$ cat src/rtl/pipe_hazard_unit.sv
// -----------------------------------------------------------------------------
// pipe_hazard_unit
//
// Hazard and scoreboard unit that sits beside decode. It keeps its own shadow
// copy of the destination registers in flight, so the later pipeline stages
// do not have to feed their instructions back. From that shadow pipeline it
// produces:
//   - one-hot forwarding selects for rs1/rs2 (youngest producer wins),
//   - load-use stalls for loads whose data is not yet forwardable,
//   - branch-flush squashing of decode and stage 1,
//   - a scoreboard for a single outstanding multi-cycle (mul/div) op.
//
// Handshake: decode presents an instruction with issue_valid. The instruction
// leaves decode (issue_fire=1) in a cycle where issue_valid=1, stall=0 and
// flush=0. Otherwise decode holds it, and a bubble enters stage 1. The back
// end never stalls, so the shadow pipeline shifts every cycle.
//
// Ports
//   clk, resetn        core clock, synchronous active-low reset
//   issue_valid        decode holds a valid instruction
//   issue_ra1/ra2      rs1/rs2 addresses, qualified by issue_ra1_ren/ra2_ren
//   issue_wa/wen       rd address and write enable
//   issue_is_load      instruction is a load
//   issue_is_long      instruction is a multi-cycle op
//   flush              taken branch/jump: squash decode and stage 1
//   stall              hold decode (combinational)
//   issue_fire         instruction leaves decode this cycle
//   a_fwd/b_fwd        one-hot forward selects, bit k-1 = stage k
//   long_busy/long_wa  long op outstanding and its reserved rd
//   long_done          long op writes back this cycle (one-cycle pulse)
// -----------------------------------------------------------------------------
module pipe_hazard_unit #(
  parameter int NUM_STG  = 4,
  parameter int LOAD_LAT = 3,
  parameter int LONG_LAT = 8,
  parameter int AW       = 5
) (
  input  logic               clk,
  input  logic               resetn,
  input  logic               issue_valid,
  input  logic [AW-1:0]      issue_ra1,
  input  logic [AW-1:0]      issue_ra2,
  input  logic               issue_ra1_ren,
  input  logic               issue_ra2_ren,
  input  logic [AW-1:0]      issue_wa,
  input  logic               issue_wen,
  input  logic               issue_is_load,
  input  logic               issue_is_long,
  input  logic               flush,
  output logic               stall,
  output logic               issue_fire,
  output logic [NUM_STG-1:0] a_fwd,
  output logic [NUM_STG-1:0] b_fwd,
  output logic               long_busy,
  output logic [AW-1:0]      long_wa,
  output logic               long_done
);

  localparam int CW = $clog2(LONG_LAT);

  // ---------------------------------------------------------------------------
  // Shadow pipeline. Index k holds stage k+1 (index 0 = one cycle after issue).
  // ---------------------------------------------------------------------------
  logic [NUM_STG-1:0] stg_vld;
  logic [NUM_STG-1:0] stg_wen;
  logic [NUM_STG-1:0] stg_load;
  logic [AW-1:0]      stg_wa [NUM_STG];

  // Long-op scoreboard state
  logic [CW-1:0]      long_cnt;
  logic               long_in_s1;   // long op issued last cycle, now in stage 1

  // Internal combinational results, gated by reset at the outputs
  logic               fire_int;
  logic               stall_int;
  logic               lu_stall;
  logic               long_stall;
  logic               long_done_int;

  logic [NUM_STG-1:0] a_match;
  logic [NUM_STG-1:0] b_match;
  logic [NUM_STG-1:0] a_sel;
  logic [NUM_STG-1:0] b_sel;
  logic [NUM_STG-1:0] early_mask;   // stages whose load data is not ready yet

  logic               ra1_live;
  logic               ra2_live;

  // x0 is hardwired zero: it never matches a producer.
  assign ra1_live = issue_ra1_ren & (issue_ra1 != '0);
  assign ra2_live = issue_ra2_ren & (issue_ra2 != '0);

  for (genvar k = 0; k < NUM_STG; k++) begin : g_stg
    assign a_match[k]    = stg_vld[k] & stg_wen[k] & (stg_wa[k] == issue_ra1) & ra1_live;
    assign b_match[k]    = stg_vld[k] & stg_wen[k] & (stg_wa[k] == issue_ra2) & ra2_live;
    assign early_mask[k] = ((k + 1) < LOAD_LAT);
  end

  // Isolate the lowest set bit: the youngest producer shadows older ones.
  assign a_sel = a_match & (~a_match + NUM_STG'(1));
  assign b_sel = b_match & (~b_match + NUM_STG'(1));

  // Load-use: the youngest producer is a load whose data is not yet available.
  // An older ALU producer hidden behind it does not help, so only the
  // selected stage is examined.
  assign lu_stall = (|(a_sel & stg_load & early_mask)) |
                    (|(b_sel & stg_load & early_mask));

  // While a long op is outstanding: a second long op has no unit to go to,
  // a reader of its rd must wait for the result (RAW), and a writer of its
  // rd would be overtaken by the late writeback (WAW).
  assign long_stall = long_busy & (
                        issue_is_long |
                        (ra1_live & (issue_ra1 == long_wa)) |
                        (ra2_live & (issue_ra2 == long_wa)) |
                        (issue_wen & (issue_wa != '0) & (issue_wa == long_wa)));

  assign stall_int = issue_valid & (lu_stall | long_stall);
  assign fire_int  = resetn & issue_valid & ~stall_int & ~flush;

  // A long op squashed out of stage 1 never writes back.
  assign long_done_int = long_busy & (long_cnt == CW'(1)) & ~(flush & long_in_s1);

  assign stall      = resetn & stall_int;
  assign issue_fire = fire_int;
  assign a_fwd      = (resetn & issue_valid) ? a_sel : '0;
  assign b_fwd      = (resetn & issue_valid) ? b_sel : '0;
  assign long_done  = resetn & long_done_int;

  // ---------------------------------------------------------------------------
  // Shadow pipeline shift. Long ops enter with wen cleared: their result is
  // tracked by the scoreboard, not by stage forwarding.
  // ---------------------------------------------------------------------------
  always_ff @(posedge clk) begin
    if (!resetn) begin
      stg_vld  <= '0;
      stg_wen  <= '0;
      stg_load <= '0;
      for (int k = 0; k < NUM_STG; k++) begin
        stg_wa[k] <= '0;
      end
    end else begin
      stg_vld[0]  <= fire_int;
      stg_wen[0]  <= issue_wen & ~issue_is_long;
      stg_load[0] <= issue_is_load;
      stg_wa[0]   <= issue_wa;
      for (int k = 1; k < NUM_STG; k++) begin
        // flush kills the instruction currently in stage 1 as it moves on
        stg_vld[k]  <= stg_vld[k-1] & ~((k == 1) & flush);
        stg_wen[k]  <= stg_wen[k-1];
        stg_load[k] <= stg_load[k-1];
        stg_wa[k]   <= stg_wa[k-1];
      end
    end
  end

  // ---------------------------------------------------------------------------
  // Long-op scoreboard. cnt counts down to the writeback cycle (cnt==1).
  // ---------------------------------------------------------------------------
  always_ff @(posedge clk) begin
    if (!resetn) begin
      long_busy  <= 1'b0;
      long_cnt   <= '0;
      long_wa    <= '0;
      long_in_s1 <= 1'b0;
    end else begin
      long_in_s1 <= fire_int & issue_is_long;
      if (fire_int & issue_is_long) begin
        long_busy <= 1'b1;
        long_cnt  <= CW'(LONG_LAT - 1);
        long_wa   <= issue_wa;
      end else if (flush & long_in_s1) begin
        long_busy <= 1'b0;
        long_cnt  <= '0;
      end else if (long_busy) begin
        if (long_cnt == CW'(1)) begin
          long_busy <= 1'b0;
        end
        long_cnt <= long_cnt - CW'(1);
      end
    end
  end

endmodule

$ cat config.mk
export PLATFORM = sky130hd
export DESIGN_NAME = pipe_hazard_unit
export DESIGN_NICKNAME = d
export VERILOG_FILES = /design/src/rtl/pipe_hazard_unit.sv
export SDC_FILE = /design/constraint.sdc
export NUM_CORES = 1
export LEC_CHECK = 0
export CORE_ASPECT_RATIO = 1.4
export CORE_MARGIN = 4
export CORE_UTILIZATION = 56
export CTS_CLUSTER_DIAMETER = 120
export DETAILED_ROUTE_END_ITERATION = 16
export PLACE_DENSITY_LB_ADDON = 0.12
export SYNTH_ARGS = -nofsm -noshare
export SYNTH_HDL_FRONTEND = slang
export SYNTH_SLANG_ARGS = --single-unit
export TNS_END_PERCENT = 10
$ cat constraint.sdc
create_clock -name clk -period 5 [get_ports clk]
set_clock_uncertainty 0.1 [all_clocks]
set_input_delay 1 -clock clk [delete_from_list [all_inputs] [get_ports clk]]
set_output_delay 1 -clock clk [all_outputs]
set_load 0.05 [all_outputs]
; Yosys cells after proc, flatten, opt, wreduce, memory -nomap -nowiden
; Memories as Yosys holds them, arrays and structs flattened.
; Index checks and enable logic that the tools add are counted.
[totals]
regBits = 20
ramBits = 20
inputBits = 24
wordCells = 102
mem_count = 1
[op_classes]
addsub = 3
n_eq_ne = 12
n_mux = 15
n_bitwise = 58
reduce_logical = 6
[mem_list]
columns = memory, words, width, read_ports, rd_clocked_by_memory_dff, write_ports, line
row1 = stg_wa, 4, 5, 4, 0, 4, 67  ; logic [AW-1:0] stg_wa [NUM_STG];
[op_table]
columns = op, n
row1 = $eq 5x5->1, 11
row2 = $and 1x1->1, 39
row3 = $mux 5, 4
row4 = $reduce_bool 5->1, 3
row5 = $mux 3, 3
row6 = $or 1x1->1, 9
row7 = $add 4x1->4 const B, 2
row8 = $and 4x4->4, 2
row9 = $mux 4, 2
row10 = $not 4->4, 2
row11 = $mux 1, 6
row12 = $and 2x2->2, 2
row13 = $not 1->1, 4
row14 = $reduce_or 2->1, 2
row15 = $eq 3x1->1 const B, 1
row16 = $reduce_bool 3->1, 1
row17 = $sub 3x1->3 const B, 1

; Depth between registers and ports, before layout
; Gate-level depths: netlist of run 1.
; An unclocked memory read counts as a cell.
[depth]
word_depth = 17
depth_mapped = 7
mapped_depth_nobuf = 6

; Worst setup path before layout of run 1
; OpenSTA, ideal clock, no wires.
[synth_path]
path_type = input -> output
start = input port issue_ra2[3]
end = output port b_fwd[3]
arrival_ps = 3766
slack_ps = 134
cell_stages = 7
cell_sequence = buf_4 > or4_4 > o21ai_4 > nor4_2 > nor2_1 > nand2_1 > nor4b_1
[synth_between]
elab_chain_len = 7
word_cells_on_any_way = 18
cone_classes = add/sub: 1 / eq/ne: 4 / mux: 1 / bitwise: 11 / reduce/logical: 1
[synth_lines]
columns = element, line
row1 = start: declaration, 42  ; input logic [AW-1:0] issue_ra2,
row2 = $eq 5x5->1 or $reduce_bool 5->1 (tied branches), "95, 91"
row3 = "$and 1x1->1, on equally long branches", "95, 91"
row4 = $and 1x1->1, 95  ; assign b_match[k] = stg_vld[k] & stg_wen[k] & (stg_wa[k] == issue_ra2) & ra2_live;
row5 = $not 4->4, 101  ; assign b_sel = b_match & (~b_match + NUM_STG'(1));
row6 = $add 4x1->4, 101
row7 = $and 4x4->4 (*), 101
row8 = $mux 4 (*), 127  ; assign b_fwd = (resetn & issue_valid) ? b_sel : '0;
row9 = end: declaration, 53  ; output logic [NUM_STG-1:0] b_fwd,
; Every way passes the cells marked *; elsewhere a longest branch is shown, timed or not.

; Worst setup path in the final report of run 1
[layout_path]
start = input port issue_ra2[2]
end = output port issue_fire
[layout_between]
elab_chain_len = 14
word_cells_on_any_way = 24
cone_classes = add/sub: 1 / eq/ne: 3 / bitwise: 18 / reduce/logical: 2
[layout_lines]
columns = element, line
row1 = $eq 5x5->1 or $reduce_bool 5->1 (tied branches), "95, 91"
row2 = "$and 1x1->1, on equally long branches", "95, 91"
row3 = $and 1x1->1, 95
row4 = $not 4->4, 101
row5 = $add 4x1->4, 101
row6 = $and 4x4->4, 101
row7 = $and 2x2->2, 107  ; (|(b_sel & stg_load & early_mask));
row8 = $reduce_or 2->1, 107
row9 = $or 1x1->1, 106  ; assign lu_stall = (|(a_sel & stg_load & early_mask)) |
row10 = $or 1x1->1 (*), 118  ; assign stall_int = issue_valid & (lu_stall | long_stall);
row11 = $and 1x1->1 (*), 118
row12 = $not 1->1 (*), 119  ; assign fire_int = resetn & issue_valid & ~stall_int & ~flush;
row13 = $and 1x1->1 (*) (2 in a row), 119
row14 = end: declaration, 51  ; output logic issue_fire,
; Marked as above.

==> results of run 1 <==
[placed cells by master (no fill, tap or decap), drive strengths merged, types with 3 or more instances in the layout]
cell type	count
dfxtp	40
nor2	8
clkbuf	6
clkdlybuf4s50	30
mux2i	5
xor2	24
xnor2	32
inv	8
and2	22
or4	7
nor4	7
nor3b	3
nand2	21
buf	20
nand3	3
o21ai	3
nand4	8
o21bai	4
[what timing repair did]
action                     in CTS  in global routing
resized for setup               0                  1
setup endpoints to repair       0                  1
buffers inserted                0                  0
[synthesized netlist by cell type]
cell / instances / area [µm²]
and3_1: 1 / 6.260
o2111ai_1: 1 / 8.760
or4_1: 2 / 15.01
nor3b_1: 3 / 22.52
nand4_1: 8 / 50.05
a2111oi_2: 1 / 15.01
xnor2_1: 32 / 280.3
or4_2: 1 / 8.760
xor2_1: 24 / 210.2
and2_1: 22 / 137.6
buf_6: 2 / 22.52
nor4_1: 5 / 31.28
nor2b_1: 2 / 12.51
o21ai_0: 1 / 5.000
buf_2: 7 / 35.03
and3b_1: 1 / 8.760
nand3_1: 3 / 15.01
dfxtp_1: 40 / 800.8
buf_4: 1 / 7.510
nor2_1: 8 / 30.03
o21a_1: 2 / 15.01
nand2_1: 21 / 78.83
nor4b_1: 2 / 17.52
inv_1: 8 / 30.03
nor4_2: 2 / 25.02
o22ai_1: 1 / 6.260
a211oi_4: 1 / 20.02
o21ai_4: 2 / 32.53
clkbuf_1: 5 / 18.77
nor3_1: 2 / 10.01
ha_1: 2 / 25.02
or4b_2: 1 / 10.01
or4_4: 4 / 45.04
mux2i_1: 5 / 50.05
o21bai_1: 4 / 30.03
o22ai_4: 1 / 20.02
[critical path: cells and delay by family]
kind	cells	cell delay [ns]
AOI/OAI and AO/OA	3	0.77
buffers and inverters	2	0.72
and+or+nand+nor	3	1.18
[layout make-up]
type                       instances  area share (%)
sequential                        40           29.66
timing repair buffer              50           18.07
multi-input combinational        165           46.34
clock inverter                     1          0.1854
clock buffer                       6           2.688
inverter                           8           1.112
tap                               42           1.946
[per-stage QoR]
stage / power (W) / area, µm² / cells / util (%)
final: 0.0006554 / 2700 / 312 / 73.45
after global routing: 0.0006799 / 2700 / 312 / 73.45
after CTS: 0.0006581 / 2691 / 312 / 73.21
after detailed placement: 0.0004611 / 2614 / 305 / 71.10
after global placement: 0.0004594 / 2614 / 305 / 71.10
after floorplan: 0.0004195 / 2157 / 228 / -
[metal layers]
| layer | GRT usage [%] | share of wire (%) | vias to the layer above | wire length (µm) |
|---|---|---|---|---|
| li1 | - | - | 837 | - |
| met1 | 23.55 | 41 | 792 | 1931 |
| met2 | 37.01 | 53 | 35 | 2472 |
| met3 | 4.717 | 4.2 | 9 | 199 |
| met4 | 8.460 | 2.1 | 0 | 101 |
| met5 | 0 | 0 | - | 0 |
[worst paths after layout]
path	slack, ns	to	start	cells past startpoint
setup / recovery	0.22	issue_fire	issue_ra2[2]	8
hold / removal	0.35	stg_vld[1]	stg_vld[0]	2
setup reg to reg	2.61	long_wa[4]	stg_wa[0][3]	6
hold reg to reg	0.35	stg_vld[1]	stg_vld[0]	2
[state kept, by name (all words and copies together) (netlist names)]
| signal | cells |
|---|---|
| stg_wa | 20 |
| long_wa | 5 |
| stg_vld | 4 |
| stg_wen | 4 |
| long_cnt | 3 |
| stg_load | 2 |
| long_busy | 1 |
| long_in_s1 | 1 |
[power groups by stage]
stage	Sequential (W)	Combinational (W)	Clock, W
2_1_floorplan	0.000351	0.0000683	0
3_3_place_gp	0.000350	0.000109	0
6_report	0.000343	0.000111	0.000201
4_1_cts	0.000343	0.000111	0.000204
3_5_place_dp	0.000351	0.000110	0
5_1_grt	0.000344	0.000121	0.000214
[logic make-up after synthesis]
logic type,synth area share (%)
AND/OR/NAND/NOR,24.30
buffers and inverters,5.278
XOR/XNOR,22.74
multiplexers,2.320
adder cells (fa/ha/maj),1.160
AO/OA/AOI/OAI,7.076
flip-flops,37.12
==> metrics.cfg, run 1 <==
[cells_and_area]
final_nets = 296
multiInputGateArea_mm2 = 0.001251
area_growth_pct = 25.17
register_area_um2 = 800.8
layout-drive-gt1-share_pct = 14.44
n_antenna_cell = 0
fill_cells = 282

[floorplanning]
core-area_mm2 = 0.003676
chipWidth_um = 60.46
io_pins = 41
dieHeight_um = 81.44
dieArea_mm2 = 0.004923
rows = 26
start_util_pct = 58.68

[cts]
hold_buffers = 0
clock_path_buffers = 2
numCtsBuffers = 5
insertion_delay_ns = 0.29
htree_levels = 2
cts_sinks = 40
clock-root-buffer = clkbuf_8
clk_pin_slew_ns = 0.07
cts_tree = built

[critical_path]
cp_slowest_cell = or4_4
crit_path_end_kind = output pin
cp-start-kind = primary input
arrival_ns = 3.68
path_cells = clkdlybuf4s50_1 > or4_4 > o21ai_4 > or4_4 > o22ai_4 > a2111oi_2 > nor3b_1 > buf_12
cp_max_fo = 5
cp_slowest_stage_delay_ns = 0.59
cpMostUsedCell = or4_4
crit_required_ns = 3.90
crit_type = in -> out

[synthesis]
syn_nets = 254
yosys_warnings = 0
ys_ff_latch = 40
yosysSeqAreaShare_pct = 37.12
syn-mean-instance-area_um2 = 9.461
postSynthCellCount = 228
synth.cell_area_mm2 = 0.002157
synth.distinct_cells = 36

[status]
outcome = complete, no violations

[timing]
rsz0062_at_grt = no
finalSetupViolCount = 0
setup_slack_ns = 0.2158
final.setup.tns_ns = 0
slew_headroom_pct = 59.62
drv_slew = 0
worst_pin_slew_ns = 0.5973
hold_viol_final = 0
post-route-period-util_pct = 95.68
fmax_mhz = 209.0
whs_ns = 0.3510
post-route-min-period_ns = 4.784

[grt]
grt_pass1_wl_mm = 7.424
grt_pass1_vias = 1625
overflow = 0
grt_max_degree = 23
grt_antenna_before_repair = 0
grt_usage_pct = 20.84

[pwr]
p_int_w = 0.0004826
p_seq_share_pct = 52.4
power_density_mw_per_mm2 = 242.7
p_comb_share_pct = 16.9
power.leakage_nw = 1.043
p_sw_share_pct = 26.36
vdd_ir_drop_max_mv = 0.2149
clkPwrFrac_pct = 30.7
switchingPower_w = 0.0001728

[route]
drc = 0
vias = 1673
routed_wl_mm = 4.705
dr.first_iter.drc_count = 49
drt-pass1-iter-count = 4
wire_per_inst_um = 15.08
via_per_inst = 5.362
final_antenna_net_count = 0

[place]
pre_cts_ws_ns = 0.2098
place_hpwl_mm = 3.756
port_buffers = 40
gp_congestion = 0.8925

[min_path]
hold_class = reg -> reg

[run]
cap_viol_max_count = 0

Note: power is estimated with default switching activity, not from simulation.
==> run 2, diff against run 1 <==
- SLEW_MARGIN: default -> 10
==> results of run 2 <==
No change in the layout: final DEF, timing and power equal those of run 1.
